**src/rtl/pipe_stage_chain.sv**
```systemverilog
// Multi-stage pipeline register chain with freeze (stall), flush (kill) and
// saturating stall/flush/bubble statistics counters.
module pipe_stage_chain #(
  parameter int unsigned DATA_W     = 32,
  parameter int unsigned PC_W       = 32,
  parameter int unsigned DEPTH      = 2,
  parameter int unsigned CNT_W      = 16,
  parameter int unsigned FLUSH_ZERO = 1
) (
  input  logic              clk,
  input  logic              rst,
  input  logic              freeze,
  input  logic              flush,
  input  logic              in_valid,
  input  logic [PC_W-1:0]   in_pc,
  input  logic [DATA_W-1:0] in_data,
  output logic              out_valid,
  output logic [PC_W-1:0]   out_pc,
  output logic [DATA_W-1:0] out_data,
  output logic [3:0]        occupancy,
  output logic [CNT_W-1:0]  stall_cnt,
  output logic [CNT_W-1:0]  flush_cnt,
  output logic [CNT_W-1:0]  bubble_cnt
);

  typedef struct packed {
    logic              valid;
    logic [PC_W-1:0]   pc;
    logic [DATA_W-1:0] data;
  } stage_t;

  localparam logic [CNT_W-1:0] CNT_MAX = '1;

  stage_t           r_stage [DEPTH];
  logic [CNT_W-1:0] r_stall_cnt;
  logic [CNT_W-1:0] r_flush_cnt;
  logic [CNT_W-1:0] r_bubble_cnt;

  stage_t           w_in;
  logic             w_advance;
  logic             w_stall;
  logic             w_bubble;
  logic [3:0]       w_occ;

  // Bubbles enter with pc/data forced to zero so they are recognisable downstream.
  always_comb begin
    w_in.valid = in_valid;
    w_in.pc    = in_valid ? in_pc   : '0;
    w_in.data  = in_valid ? in_data : '0;
  end

  assign w_advance = ~freeze & ~flush;
  assign w_stall   = freeze & ~flush;
  assign w_bubble  = w_advance & ~in_valid;

  // Stage chain: reset > flush > freeze > advance.
  always_ff @(posedge clk) begin
    if (rst) begin
      for (int i = 0; i < DEPTH; i++) begin
        r_stage[i] <= '0;
      end
    end else if (flush) begin
      for (int i = 0; i < DEPTH; i++) begin
        r_stage[i].valid <= 1'b0;
        if (FLUSH_ZERO != 0) begin
          r_stage[i].pc   <= '0;
          r_stage[i].data <= '0;
        end
      end
    end else if (!freeze) begin
      r_stage[0] <= w_in;
      for (int i = 1; i < DEPTH; i++) begin
        r_stage[i] <= r_stage[i-1];
      end
    end
  end

  // Saturating statistics counters.
  always_ff @(posedge clk) begin
    if (rst) begin
      r_stall_cnt  <= '0;
      r_flush_cnt  <= '0;
      r_bubble_cnt <= '0;
    end else begin
      if (w_stall && (r_stall_cnt != CNT_MAX)) begin
        r_stall_cnt <= r_stall_cnt + CNT_W'(1);
      end
      if (flush && (r_flush_cnt != CNT_MAX)) begin
        r_flush_cnt <= r_flush_cnt + CNT_W'(1);
      end
      if (w_bubble && (r_bubble_cnt != CNT_MAX)) begin
        r_bubble_cnt <= r_bubble_cnt + CNT_W'(1);
      end
    end
  end

  // Popcount of stage valid bits; driven only from registers.
  always_comb begin
    w_occ = '0;
    for (int i = 0; i < DEPTH; i++) begin
      w_occ = w_occ + 4'(r_stage[i].valid);
    end
  end

  assign out_valid  = r_stage[DEPTH-1].valid;
  assign out_pc     = r_stage[DEPTH-1].pc;
  assign out_data   = r_stage[DEPTH-1].data;
  assign occupancy  = w_occ;
  assign stall_cnt  = r_stall_cnt;
  assign flush_cnt  = r_flush_cnt;
  assign bubble_cnt = r_bubble_cnt;

endmodule

```
**config.mk**
```make
export PLATFORM = sky130hd
export DESIGN_NAME = pipe_stage_chain
export DESIGN_NICKNAME = d
export VERILOG_FILES = /design/src/rtl/pipe_stage_chain.sv
export SDC_FILE = /design/constraint.sdc
export NUM_CORES = 1
export LEC_CHECK = 0
export CORE_MARGIN = 4
export CORE_UTILIZATION = 40
export CTS_CLUSTER_DIAMETER = 100
export DETAILED_ROUTE_END_ITERATION = 7
export GPL_ROUTABILITY_DRIVEN = 0
export PLACE_DENSITY = 0.67
export SYNTH_ARGS = -nofsm -noshare
export SYNTH_HDL_FRONTEND = slang
export SYNTH_SLANG_ARGS = --single-unit
```
**constraint.sdc**
```tcl
create_clock -name clk -period 17.7 [get_ports clk]
set_input_delay 4.425 -clock clk [delete_from_list [all_inputs] [get_ports clk]]
set_output_delay 4.425 -clock clk [all_outputs]
set_load 0.02 [all_outputs]
```
==> flow_summary_export.csv, run 1 <==
group,metric,value,unit
finish,drive_gt1_share,7.022,%
worst_hold_path,holdPathStages,1,
routing,met3_length,1116,um
worst_setup_path,end_kind,"register",
die,die_area,20790,sq um
sta,slew_headroom,29.39,%
yosys,yosysWarnings,0,
grt,antenna_found_initial,0,
sta,tightest_slew,1059,ps
routing,drt_iter0_markers,310,
die,fp.dieW,144.2,um
yosys,synth_area,7420,sq um
yosys,ys.flop_type,"edfxtp_1",
clocking,cts_sinks,178,
routing,wl_met1,7139,um
sta,fin_crit_sh,38.89,%
routing,wire_per_inst,16.08,um
routing,drtAntennaViolNets,0,
sta,max_freq,0.1453,GHz
worst_setup_path,crit_arrival,6920,ps
grt,grt_overflow_total,0,
yosys,synth-seq-cells,178,
finish,final_nets,830,
clocking,insertion_delay,420,ps
yosys,synth_edf_count,130,
sta,hold_violations,0,
routing,route.vias.total,5259,
power_and_ir_drop,p_leak,0.003801,uW
routing,vias_per_cell,5.270,
clocking,numCtsBuffers,17,
finish,antenna_cells,0,
sta,finClkSkew,6.715,ps
worst_hold_path,hp-class,"register to register",
finish,fillCellCount,1468,
sta,drv_slew,0,
worst_hold_path,holdCritStartpoint,"r_stage[0][36]",
grt,grt_pass1_vias,4957,
worst_setup_path,r2r_start,"flush_cnt[0]",
finish,area_growth_syn_to_layout,33.86,%
die,placementRows,49,
clocking,cts_hold_buf,0,
clocking,htreeDepth,4,
worst_setup_path,crit_type,"input pin to register",
worst_setup_path,r2r-end,"flush_cnt[12]",
sta,rsz0062_at_grt,"no",
placed_design,dpl-instance-area,9402,sq um
routing,top_layer,"met4",
yosys,synth_area_per_cell,12.66,sq um
worst_setup_path,worstSetupStartpointType,"input pin",
job,max_cap_violations,0,
finish,finish.instance_area,9932,sq um
worst_setup_path,rrSetupSlack,15740,ps
routing,first_pass_iters,5,
die,io-pin-count,186,
routing,wl_met2,7574,um
outcome,outcome,"finished clean",
clocking,clkTransAtPathRegs,70,ps
worst_hold_path,whs_endpoint,"r_stage[1][36]",
placed_design,hpwlAfterDp,10850,um
grt,grt_pass1_wl,24990,um
routing,route.detailed.drc,0,
die,die_h,144.2,um
sta,min_period,6884,ps
placed_design,io_buffers,183,
yosys,synth_cells,586,
power_and_ir_drop,p_per_area,88.09,nW/um^2
die,core,18090,sq um
sta,setup_tns,0,ps
grt,grt_max_degree,131,
yosys,synth_cell_type_count,53,
clocking,tritoncts,"done",
grt,grt_usage,15.22,%
yosys,async_reset_ff_share,0,%
clocking,cts-resized-gates,0,
worst_setup_path,required,17740,ps
sta,finalSetupViolations,0,
die,initial_core_util,41.02,%
clocking,post_cts_buffers,0,
clocking,root_buffer,"clkbuf_16",
yosys,ys_seq_area_share,65.56,%
power_and_ir_drop,peakVddDrop,0.00006317,V
clocking,clockBufferDepth,2,
routing,wl,16040,um
worst_setup_path,cp_max_fo,86,
worst_setup_path,worst-r2r-cell-count,5,
registers in the layout, indices dropped and copies added (netlist names):
| name | count |
|---|---|
| r_stage | 130 |
| bubble_cnt | 16 |
| flush_cnt | 16 |
| stall_cnt | 16 |
worst max-delay path: stages:
cell and delay (ps):
clkdlybuf4s50_1 830, nor2b_1 210, nand2b_4 480, buf_4 890
Yosys cell counts (all sizes together), types with 4 or more instances:
master | number | area [sq um]
or4 | 12 | 90.09
nor2b | 8 | 50.05
nand2b | 4 | 25.02
mux2 | 4 | 45.04
and4 | 4 | 35.03
nand2 | 17 | 63.81
nand3 | 13 | 75.07
and3 | 69 | 432.9
o21ai | 12 | 60.06
dfxtp | 48 | 960.9
buf | 8 | 48.79
nor3b | 4 | 30.03
and2 | 70 | 439.2
inv | 5 | 18.77
or2 | 4 | 25.02
nor4 | 11 | 113.9
nor2 | 13 | 48.80
a21oi | 36 | 183.9
a211oi | 6 | 45.04
ha | 4 | 50.05
or3 | 12 | 76.33
a31oi | 4 | 25.02
edfxtp | 130 | 3904
nand4 | 12 | 96.34
clkbuf | 26 | 107.6
o31ai | 14 | 105.1
nor3 | 15 | 86.34
placed cells by master (no fill, tap or decap), types with 3 or more instances in the layout:
cell and n:
clkdlybuf4s50_1 181, nor4_4 3, nor2_1 13, edfxtp_1 130, nor4_1 8, nor2b_1 8, and2_1 69, nor3b_1 4
nand3_1 11, o31ai_1 14, buf_4 3, clkinv_2 3, clkbuf_16 17, nand2_1 17, mux2_2 4, o21ai_0 12
or3_1 11, ha_1 4, nor3_1 13, nand4_1 10, or4_1 12, inv_6 5, nand3b_1 3, a211oi_1 6
inv_1 5, and3_1 68, and4_1 4, nand2b_1 3, a31oi_1 4, dfxtp_1 48, a21oi_1 35, o41ai_1 3
kinds of logic after synthesis:
group | Yosys count | synth area share, %
buf+inv | 40 | 2.479
compound gates | 81 | 6.678
flops | 178 | 65.56
other cells | 1 | 0.05054
fa+ha+maj | 4 | 0.6746
simple gates | 276 | 23.68
mux | 6 | 0.8769
worst max path at each step:
stage           from             end  slack [ps]
2_1_floorplan    rst   r_stage[0][0]        9060
3_3_place_gp   flush  r_stage[1][24]       10420
3_5_place_dp   flush  r_stage[1][25]       10370
4_1_cts        flush  r_stage[0][36]       10810
5_1_grt        flush  r_stage[1][10]       10640
6_report       flush  r_stage[0][18]       10820
power breakdown:
part	switching, uW	total (uW)	internal, uW
registers	5.94	468	462
clock network	160	341	182
logic	32.7	65.4	32.7
cell type report:
cell class	instances	area [sq um]	area share (%)
clock buffers	18	429.2	4.321
flip-flops and latches	178	4865	48.98
clock inverters	13	101.3	1.020
repair buffers	186	1844	18.57
inverters	5	18.77	0.1890
well taps	229	286.5	2.885
multi-input cells	369	2387	24.04
through the flow:
stage          power, uW  utilization [%]  hold slack [ps]  std cells  setup slack [ps]
3_3_place_gp       541.9            51.98            482.5        967             10420
3_5_place_dp       543.3            51.98            492.4        967             10370
4_1_cts            886.0            54.92            505.3        998             10810
6_report           874.9            54.92            511.9        998             10820
2_1_floorplan      506.5                -            496.7        587              9057
5_1_grt            907.8            54.92            523.0        998             10640
metal layers:
| layer | track usage, % | up-vias |
|---|---|---|
| li1 | - | 2558 |
| met1 | 20.38 | 2520 |
| met2 | 24.20 | 164 |
| met3 | 4.167 | 17 |
| met4 | 4.958 | 0 |
| met5 | 0 | - |
Power figures use the tool's default switching activity.
==> inputs of run 2 (changes only) <==
PLACE_DENSITY = 0.7   (was 0.67)
clock period = 6.3 ns   (was 17.7 ns; I/O delays follow)
==> run 2 against run 1 <==
Against the previous run:
- flip-flop and latch count is the same
- first-iteration DRC count shrank 3.9%
- wire length grew 4.1%
- clock skew grew 2.7 ps
- hold slack lost 8.6 ps
- worst setup slack lost 8300 ps
- clock power grew to 3.3 times the previous value
- clock-buffer cell count is the same
- critical path depth is the same
- largest cell class unchanged
- final area grew 1.1%
==> flow_summary_export.csv, run 2 (synthesis gave the netlist of run 1 again) <==
group,metric,value,unit
power_and_ir_drop,p_leak,0.003846,uW
sta,max_freq,0.2627,GHz
worst_setup_path,crit_family,"buffers and inverters",
finish,fin_util,55.52,%
worst_setup_path,crit_buf_inv,2,
finish,fin_cells,999,
placed_design,dp.cells,968,
routing,vias_per_cell,5.287,
sta,whs,503.3,ps
finish,fillCellCount,1497,
routing,route.vias.total,5282,
die,io-pin-count,186,
die,core,18090,sq um
power_and_ir_drop,peakVddDrop,0.0001891,V
finish,antenna_cells,0,
sta,fin_crit_sh,60.43,%
sta,drv_slew,0,
routing,wl,16700,um
finish,most-common-layout-cells,"clkdlybuf4s50_1 (181), edfxtp_1 (130), and2_1 (69), and3_1 (68), dfxtp_1 (48)",
routing,first_pass_iters,6,
job,max_cap_violations,0,
die,die_h,144.2,um
clocking,insertion_delay,420,ps
grt,grt_overflow_total,0,
routing,route.detailed.drc,0,
sta,hold_violations,0,
finish,largest_reg_flops,130,
clocking,post_cts_buffers,0,
sta,setup_tns,0,ps
worst_hold_path,hp-class,"register to register",
sta,finalSetupViolations,0,
clocking,htreeDepth,4,
clocking,tritoncts,"done",
grt,grt_pass1_vias,5159,
worst_setup_path,worstSetupStartpointType,"input pin",
finish,area_growth_syn_to_layout,35.33,%
worst_hold_path,holdPathStages,2,
finish,seqCellArea,4865,sq um
routing,wire_per_inst,16.72,um
worst_setup_path,path_cells,"clkdlybuf4s50_1 -> nor2b_1 -> nand2b_4 -> buf_4",
clocking,cts_sinks,178,
clocking,clockBufferDepth,2,
clocking,cts_hold_buf,0,
finish,finish.instance_area,10040,sq um
grt,grt_usage,15.97,%
sta,tightest_slew,981.7,ps
sta,slew_headroom,34.55,%
clocking,numCtsBuffers,17,
placed_design,io_buffers,183,
grt,grt_max_degree,131,
worst_setup_path,crit_path_max_incr_delay,830,ps
worst_setup_path,crit_type,"input pin to register",
finish,final_common_cell,"clkdlybuf4s50_1",
finish,multiInputGateArea,2387,sq um
routing,drtAntennaViolNets,0,
sta,rsz0062_at_grt,"no",
worst_setup_path,cp_slowest_cell,"clkdlybuf4s50_1",
clocking,cts-resized-gates,0,
die,fp.dieW,144.2,um
placed_design,dpl-instance-area,9409,sq um
clocking,root_buffer,"clkbuf_16",
grt,antenna_found_initial,0,
worst_setup_path,crit_arrival,3880,ps
power_and_ir_drop,p_per_area,261.7,nW/um^2
die,die_area,20790,sq um
finish,drive_gt1_share,7.143,%
routing,drt_iter0_markers,298,
finish,final_nets,831,
placed_design,hpwlAfterDp,11350,um
sta,min_period,3807,ps
sta,finClkSkew,9.455,ps
worst_setup_path,worst-r2r-cell-count,5,
die,initial_core_util,41.02,%
worst_setup_path,required,6370,ps
worst_setup_path,cp.depth,4,
finish,top_register,"r_stage",
outcome,outcome,"finished clean",
worst_setup_path,end_kind,"register",
die,placementRows,49,
grt,grt_pass1_wl,26230,um
worst_setup_path,cp_max_fo,67,
clocking,clkTransAtPathRegs,70,ps
==> run 2: cell type report <==
class	count	area share [%]
clock inverters	13	2.019
clock buffers	18	4.274
well taps	229	2.854
repair buffers	187	18.44
flip-flops and latches	178	48.45
multi-input cells	369	23.78
inverters	5	0.1869
==> run 2: path summary, 6_finish.rpt <==
check                           slack (ps)     startpoint        endpoint
worst min-delay path                   500  stall_cnt[11]   stall_cnt[11]
worst max-delay path                  2490          flush  r_stage[1][17]
worst max register to register        4400   stall_cnt[0]    stall_cnt[0]
worst min register to register         500  stall_cnt[11]   stall_cnt[11]
==> run 2: per-stage QoR <==
stage / total power, uW / setup slack (ps)
4_1_cts: 2652 / 2510
3_5_place_dp: 1529 / 2051
6_report: 2628 / 2493
3_3_place_gp: 1524 / 2121
2_1_floorplan: 1423 / 507.0
5_1_grt: 2722 / 2320
==> run 2: metal layers <==
metal	global-route usage, %	vias up	share of wire, %
met5	0	-	0
met4	5.646	0	1.7
met3	4.861	26	8.4
met2	25.53	177	48
met1	20.75	2520	42
li1	-	2559	-
==> run 2: report_power, final <==
part | switching, uW | internal [uW]
clock | 454 | 672
combinational | 95.1 | 92.5
sequential | 16.5 | 1300
total | 566 | 2060
==> run 2: tightest hold or removal path: stages (launching register included) <==
cell and delay, ps:
dfxtp_1 340, o41ai_1 60, a21oi_1 60
